`src/rtl/data_mem_responder.sv`:
```
// data_mem_responder: MEM-stage data memory with a byte-wide store.
// Each word access is split into four byte beats, and each byte access is one beat.
// mem_busy stalls the pipeline registers while a transfer is in flight.
//
// state | meaning
// IDLE  | waiting for mem_enable; captures the request and checks alignment
// XFER  | moves one byte per cycle at cap_addr + beat
// DONE  | one-cycle mem_done pulse, then back to IDLE
// ERR   | misaligned word: one-cycle mem_err + mem_done pulse, storage untouched
`timescale 1ns/1ps
module data_mem_responder #(
  parameter int ADDR_W = 8,
  parameter int DEPTH  = 256
) (
  input  logic              clk,
  input  logic              R,
  input  logic              mem_enable,
  input  logic              mem_rw,
  input  logic              mem_size,
  input  logic [ADDR_W-1:0] mem_addr,
  input  logic [31:0]       mem_wdata,
  output logic [31:0]       mem_rdata,
  output logic              mem_busy,
  output logic              mem_done,
  output logic              mem_err
);

  typedef enum logic [1:0] {IDLE, XFER, DONE, ERR} state_t;

  state_t            state;
  logic [1:0]        beat;
  logic [ADDR_W-1:0] cap_addr;
  logic [31:0]       cap_wdata;
  logic              cap_rw;
  logic              cap_size;

  // Storage is deliberately not reset, so bytes written before a reset survive it.
  logic [7:0]        storage [DEPTH];

  logic [ADDR_W-1:0] cur_addr;
  logic [7:0]        rd_byte;
  logic [7:0]        wr_byte;
  logic              last_beat;
  logic              wr_en;

  // Beat address, byte lanes and last-beat detection for the captured request.
  always_comb begin
    cur_addr  = cap_addr + ADDR_W'(beat);
    rd_byte   = storage[cur_addr];
    wr_byte   = cap_wdata[{beat, 3'b000} +: 8];
    last_beat = !cap_size || (beat == 2'd3);
    wr_en     = (state == XFER) && cap_rw;
  end

  // Stall in the request cycle itself so the pipeline never sees a bubble.
  assign mem_busy = (state == XFER) || ((state == IDLE) && mem_enable);

  // Byte write port. It is held off as soon as reset drops the FSM out of XFER.
  always_ff @(posedge clk) begin
    if (wr_en) storage[cur_addr] <= wr_byte;
  end

  // Request FSM with registered completion and error pulses.
  always_ff @(posedge clk or negedge R) begin
    if (!R) begin
      state     <= IDLE;
      beat      <= 2'd0;
      cap_addr  <= '0;
      cap_wdata <= 32'h0;
      cap_rw    <= 1'b0;
      cap_size  <= 1'b0;
      mem_rdata <= 32'h0;
      mem_done  <= 1'b0;
      mem_err   <= 1'b0;
    end else begin
      mem_done <= 1'b0;
      mem_err  <= 1'b0;
      case (state)
        IDLE: begin
          if (mem_enable) begin
            cap_addr  <= mem_addr;
            cap_wdata <= mem_wdata;
            cap_rw    <= mem_rw;
            cap_size  <= mem_size;
            beat      <= 2'd0;
            if (mem_size && (mem_addr[1:0] != 2'b00)) begin
              state    <= ERR;
              mem_done <= 1'b1;
              mem_err  <= 1'b1;
            end else begin
              state <= XFER;
            end
          end
        end
        XFER: begin
          if (!cap_rw) begin
            // Beat 0 clears the upper bytes, which zero-extends byte loads.
            if (beat == 2'd0) mem_rdata <= {24'h0, rd_byte};
            else              mem_rdata[{beat, 3'b000} +: 8] <= rd_byte;
          end
          if (last_beat) begin
            state    <= DONE;
            mem_done <= 1'b1;
            beat     <= 2'd0;
          end else begin
            beat <= beat + 2'd1;
          end
        end
        DONE:    state <= IDLE;
        ERR:     state <= IDLE;
        default: state <= IDLE;
      endcase
    end
  end

endmodule

```
`config.mk`:
```
export PLATFORM = sky130hd
export DESIGN_NAME = data_mem_responder
export DESIGN_NICKNAME = d
export VERILOG_FILES = /design/src/rtl/data_mem_responder.sv
export SDC_FILE = /design/constraint.sdc
export NUM_CORES = 2
export LEC_CHECK = 0
export BUFFER_PORTS_ARGS = -buffer_cell sky130_fd_sc_hd__buf_2
export CORE_MARGIN = 1
export CORE_UTILIZATION = 63
export CTS_CLUSTER_SIZE = 8
export DETAILED_ROUTE_END_ITERATION = 16
export GPL_ROUTABILITY_DRIVEN = 0
export PLACE_DENSITY_LB_ADDON = 0.12
export SETUP_SLACK_MARGIN = 0.5
export SLEW_MARGIN = 10
export SYNTH_ARGS = -nofsm -noshare
export SYNTH_HDL_FRONTEND = slang
export SYNTH_SLANG_ARGS = --single-unit
```
`constraint.sdc`:
```
create_clock -name clk -period 5.3 [get_ports clk]
set_input_delay 1.06 -clock clk [delete_from_list [all_inputs] [get_ports clk]]
set_output_delay 1.06 -clock clk [all_outputs]
set_load 0.01 [all_outputs]
```
==> results.cfg <==
[status]
status = finished clean

[die]
rows = 133
die_w_um = 366
die_y_um = 366
io_pins = 80
start_util_pct = 63.4
core_area_um2 = 131000
design.die.area_um2 = 134000

[place]
port_buffers = 79
pre_cts_ws_ns = 0.273
place_hpwl_um = 135000

[sta]
finClkSkew_ns = 0.0370
post-route-period-util_pct = 91.8
slew_violations = 0
fmax_ghz = 0.206
period_needed_ns = 4.87
rsz0062_at_grt = false
tns_ns = 0
worst_slack_ns = 0.435
hold_viol_final = 0
worst-slew-pin-transition_ns = 1.25
timing.slew.headroom_pct = 16.8
finalSetupViolCount = 0

[synthesis]
ys_top_cells_by_area = edfxtp_1, mux4_2, dfrtp_1
synth-async-reset-ratio_pct = 3.76
postSynthCellCount = 4441
yosysSeqAreaShare_pct = 76.2
netlist_area_um2 = 83300
synth_warnings = 0
netlist.area_leader.share_pct = 73.8
yosysUniqueCellTypes = 79
syn_nets = 4494
synth_top_area_cell = edfxtp_1
synth_edf_count = 2048
avgSynthCellArea_um2 = 18.8
ys.flop_type = edfxtp_1
synth-seq-cells = 2128

[critical_path]
required_ns = 6.06
crit_type = reg2reg
crit_path_end_kind = flip-flop
rrSetupSlack_ns = 0.43
r2r-end = mem_rdata[30]
startpoint_type = flip-flop
cp_max_fo = 17
r2r-start = beat[0]
slowest_delay_ns = 1.08
crit_chain = ha_4, fa_4, and2_2, buf_4, and3_1, a31oi_1, a311oi_1, nor4_1, nand4_1, o21ai_0
timing.critical_path.buf_inv = 1
cp.arrival_ns = 5.62
crit_family = simple AND/OR/NAND/NOR gates
crit_slowest_cell = fa_4
r2r_cells = 10

[grt]
grtUsageTotal_pct = 34.3
grt_pass1_wl_um = 322000
antenna_found_initial = 3
grt_pass1_vias = 45190
grt_overflow = 0
grt_start_max_net_pins = 156

[cts]
cts_root_buf = clkbuf_16
cts_buffers = 316
clkTransAtPathRegs_ns = 0.05
clkLatencyLatePin_ns = 0.90
ctsHoldBuffers = 0
clock-sinks = 2128
cts_max_level = 5
clk_path_buf_depth = 4
cts_tree = yes

[layout]
drive_gt1_share_pct = 23.8
syn_to_final_growth_pct = 14.6
nets = 4867

[power_and_ir_drop]
vdd_drop_max_mv = 0.772
power.leakage_nw = 31.5
powerDensity_nw_per_um2 = 741

[detailed_routing]
vias = 46294
post-route-drc-count = 0
drt-initial-drc-count = 6969
drt_wl_total_um = 225000
ant_nets = 0
drt_first_pass_iters = 6
viasPerCell = 6.99
wire_per_inst_um = 34.0

[job]
cap_violations = 0

[worst_hold_path]
hp-class = in2async
report_power, final:
part	switching, mW	internal [mW]
clock	6.61	10.8
combinational	19.7	10.2
sequential	0.213	23.2
logic make-up (layout without fill, tap and decap cells):
group,Yosys count,after routing,synth area share [%]
buf+inv,280,704,1.68
other cells,0,1,0
fa+ha+maj,8,8,0.129
compound gates,433,433,3.70
simple gates,971,971,4.83
mux,614,614,13.3
flops,2128,2128,76.2
xor+xnor,7,7,0.0961
worst reg2reg max path, stage by stage, from the launching register on:
cell      delay, ns
dfrtp_1        0.41
ha_4           0.19
fa_4           1.08
and2_2         0.77
buf_4          0.43
and3_1         0.22
a31oi_1        0.05
a311oi_1       0.79
nor4_1         0.23
nand4_1        0.38
o21ai_0        0.16
metrics by stage:
step | util (%) | cell area [um^2] | power [mW] | instances | hold slack, ns
finish | 72.7 | 95400 | 70.7 | 6621 | 0.324
global route | 72.7 | 95400 | 72.5 | 6620 | 0.375
CTS | 72.6 | 95400 | 70.1 | 6618 | 0.322
detailed placement | 66.3 | 87000 | 52.7 | 6247 | 0.466
global placement | 66.3 | 87000 | 52.3 | 6247 | 0.457
floorplan | - | 83300 | 41.5 | 4441 | 0.470
per-layer routing:
metal / vias to the layer above / global-route usage (%) / wire, um
li1: 18505 / - / -
met1: 23782 / 49.7 / 84400
met2: 3484 / 50.1 / 102000
met3: 515 / 9.20 / 29100
met4: 8 / 14.2 / 9820
met5: - / 0 / 68
cells in the final DEF (no fill, tap or decap), types with 6 or more instances in the layout:
| cell type | count |
|---|---|
| nand2_1 | 489 |
| dfrtp_1 | 80 |
| nand4_1 | 19 |
| nor2_1 | 275 |
| buf_12 | 35 |
| nand3_1 | 68 |
| a22oi_1 | 75 |
| nor2_4 | 10 |
| o32ai_1 | 12 |
| nand2_2 | 9 |
| o22ai_1 | 16 |
| nor4_1 | 7 |
| clkbuf_16 | 325 |
| mux4_4 | 8 |
| mux2_2 | 44 |
| mux4_2 | 383 |
| a21oi_1 | 86 |
| ha_1 | 6 |
| a311oi_1 | 26 |
| edfxtp_1 | 2048 |
| o21ai_2 | 8 |
| mux2i_1 | 179 |
| a31oi_1 | 51 |
| clkbuf_1 | 37 |
| a32oi_1 | 13 |
| a221oi_1 | 12 |
| a22o_1 | 35 |
| nor3_1 | 26 |
| buf_2 | 78 |
| buf_4 | 214 |
| and3_1 | 38 |
| o21ai_0 | 32 |
worst max-delay path by stage:
stage             from         endpoint  slack, ns  cells after the start
5_1_grt        beat[0]    mem_rdata[27]       0.55                     14
6_report       beat[0]    mem_rdata[30]       0.43                     10
2_1_floorplan  beat[0]  storage[112][0]       1.24                     12
3_5_place_dp   beat[0]     mem_rdata[7]       0.27                     11
3_3_place_gp   beat[0]     mem_rdata[7]       0.30                     11
4_1_cts        beat[0]    mem_rdata[18]       0.51                     12
cell usage after synthesis (32+ instances only):
cell type,count
buf_2,74
mux4_2,391
edfxtp_1,2048
o21ai_0,32
a21oi_1,86
mux2_2,44
nor2_1,285
clkbuf_1,119
and3_1,38
nand2_1,497
buf_4,48
a31oi_1,51
dfrtp_1,80
a22oi_1,75
nand3_1,68
mux2i_1,179
a22o_1,35
area by class of cell:
type | count | area [um^2]
repair buffers | 329 | 2720
flip-flops and latches | 2128 | 63500
clock buffers | 362 | 8270
multi-input cells | 2033 | 18600
diodes | 1 | 2.50
well taps | 1755 | 2200
fillers | 7598 | 35900
inverters | 6 | 25.0
clock inverters | 7 | 76.3
registers in the layout (all words and copies together) (netlist names):
register / count
cap_rw: 1
mem_err: 1
storage: 2048
mem_done: 1
cap_wdata: 32
cap_addr: 8
mem_rdata: 32
cap_size: 1
beat: 2
state: 2
repair_timing:
action / CTS / global route
setup endpoints to repair: 12 / 18
pin swaps: 2 / 2
gates resized for setup: 3 / 5
buffers inserted: 2 / 2
Note: power is estimated with default switching activity, not from simulation.
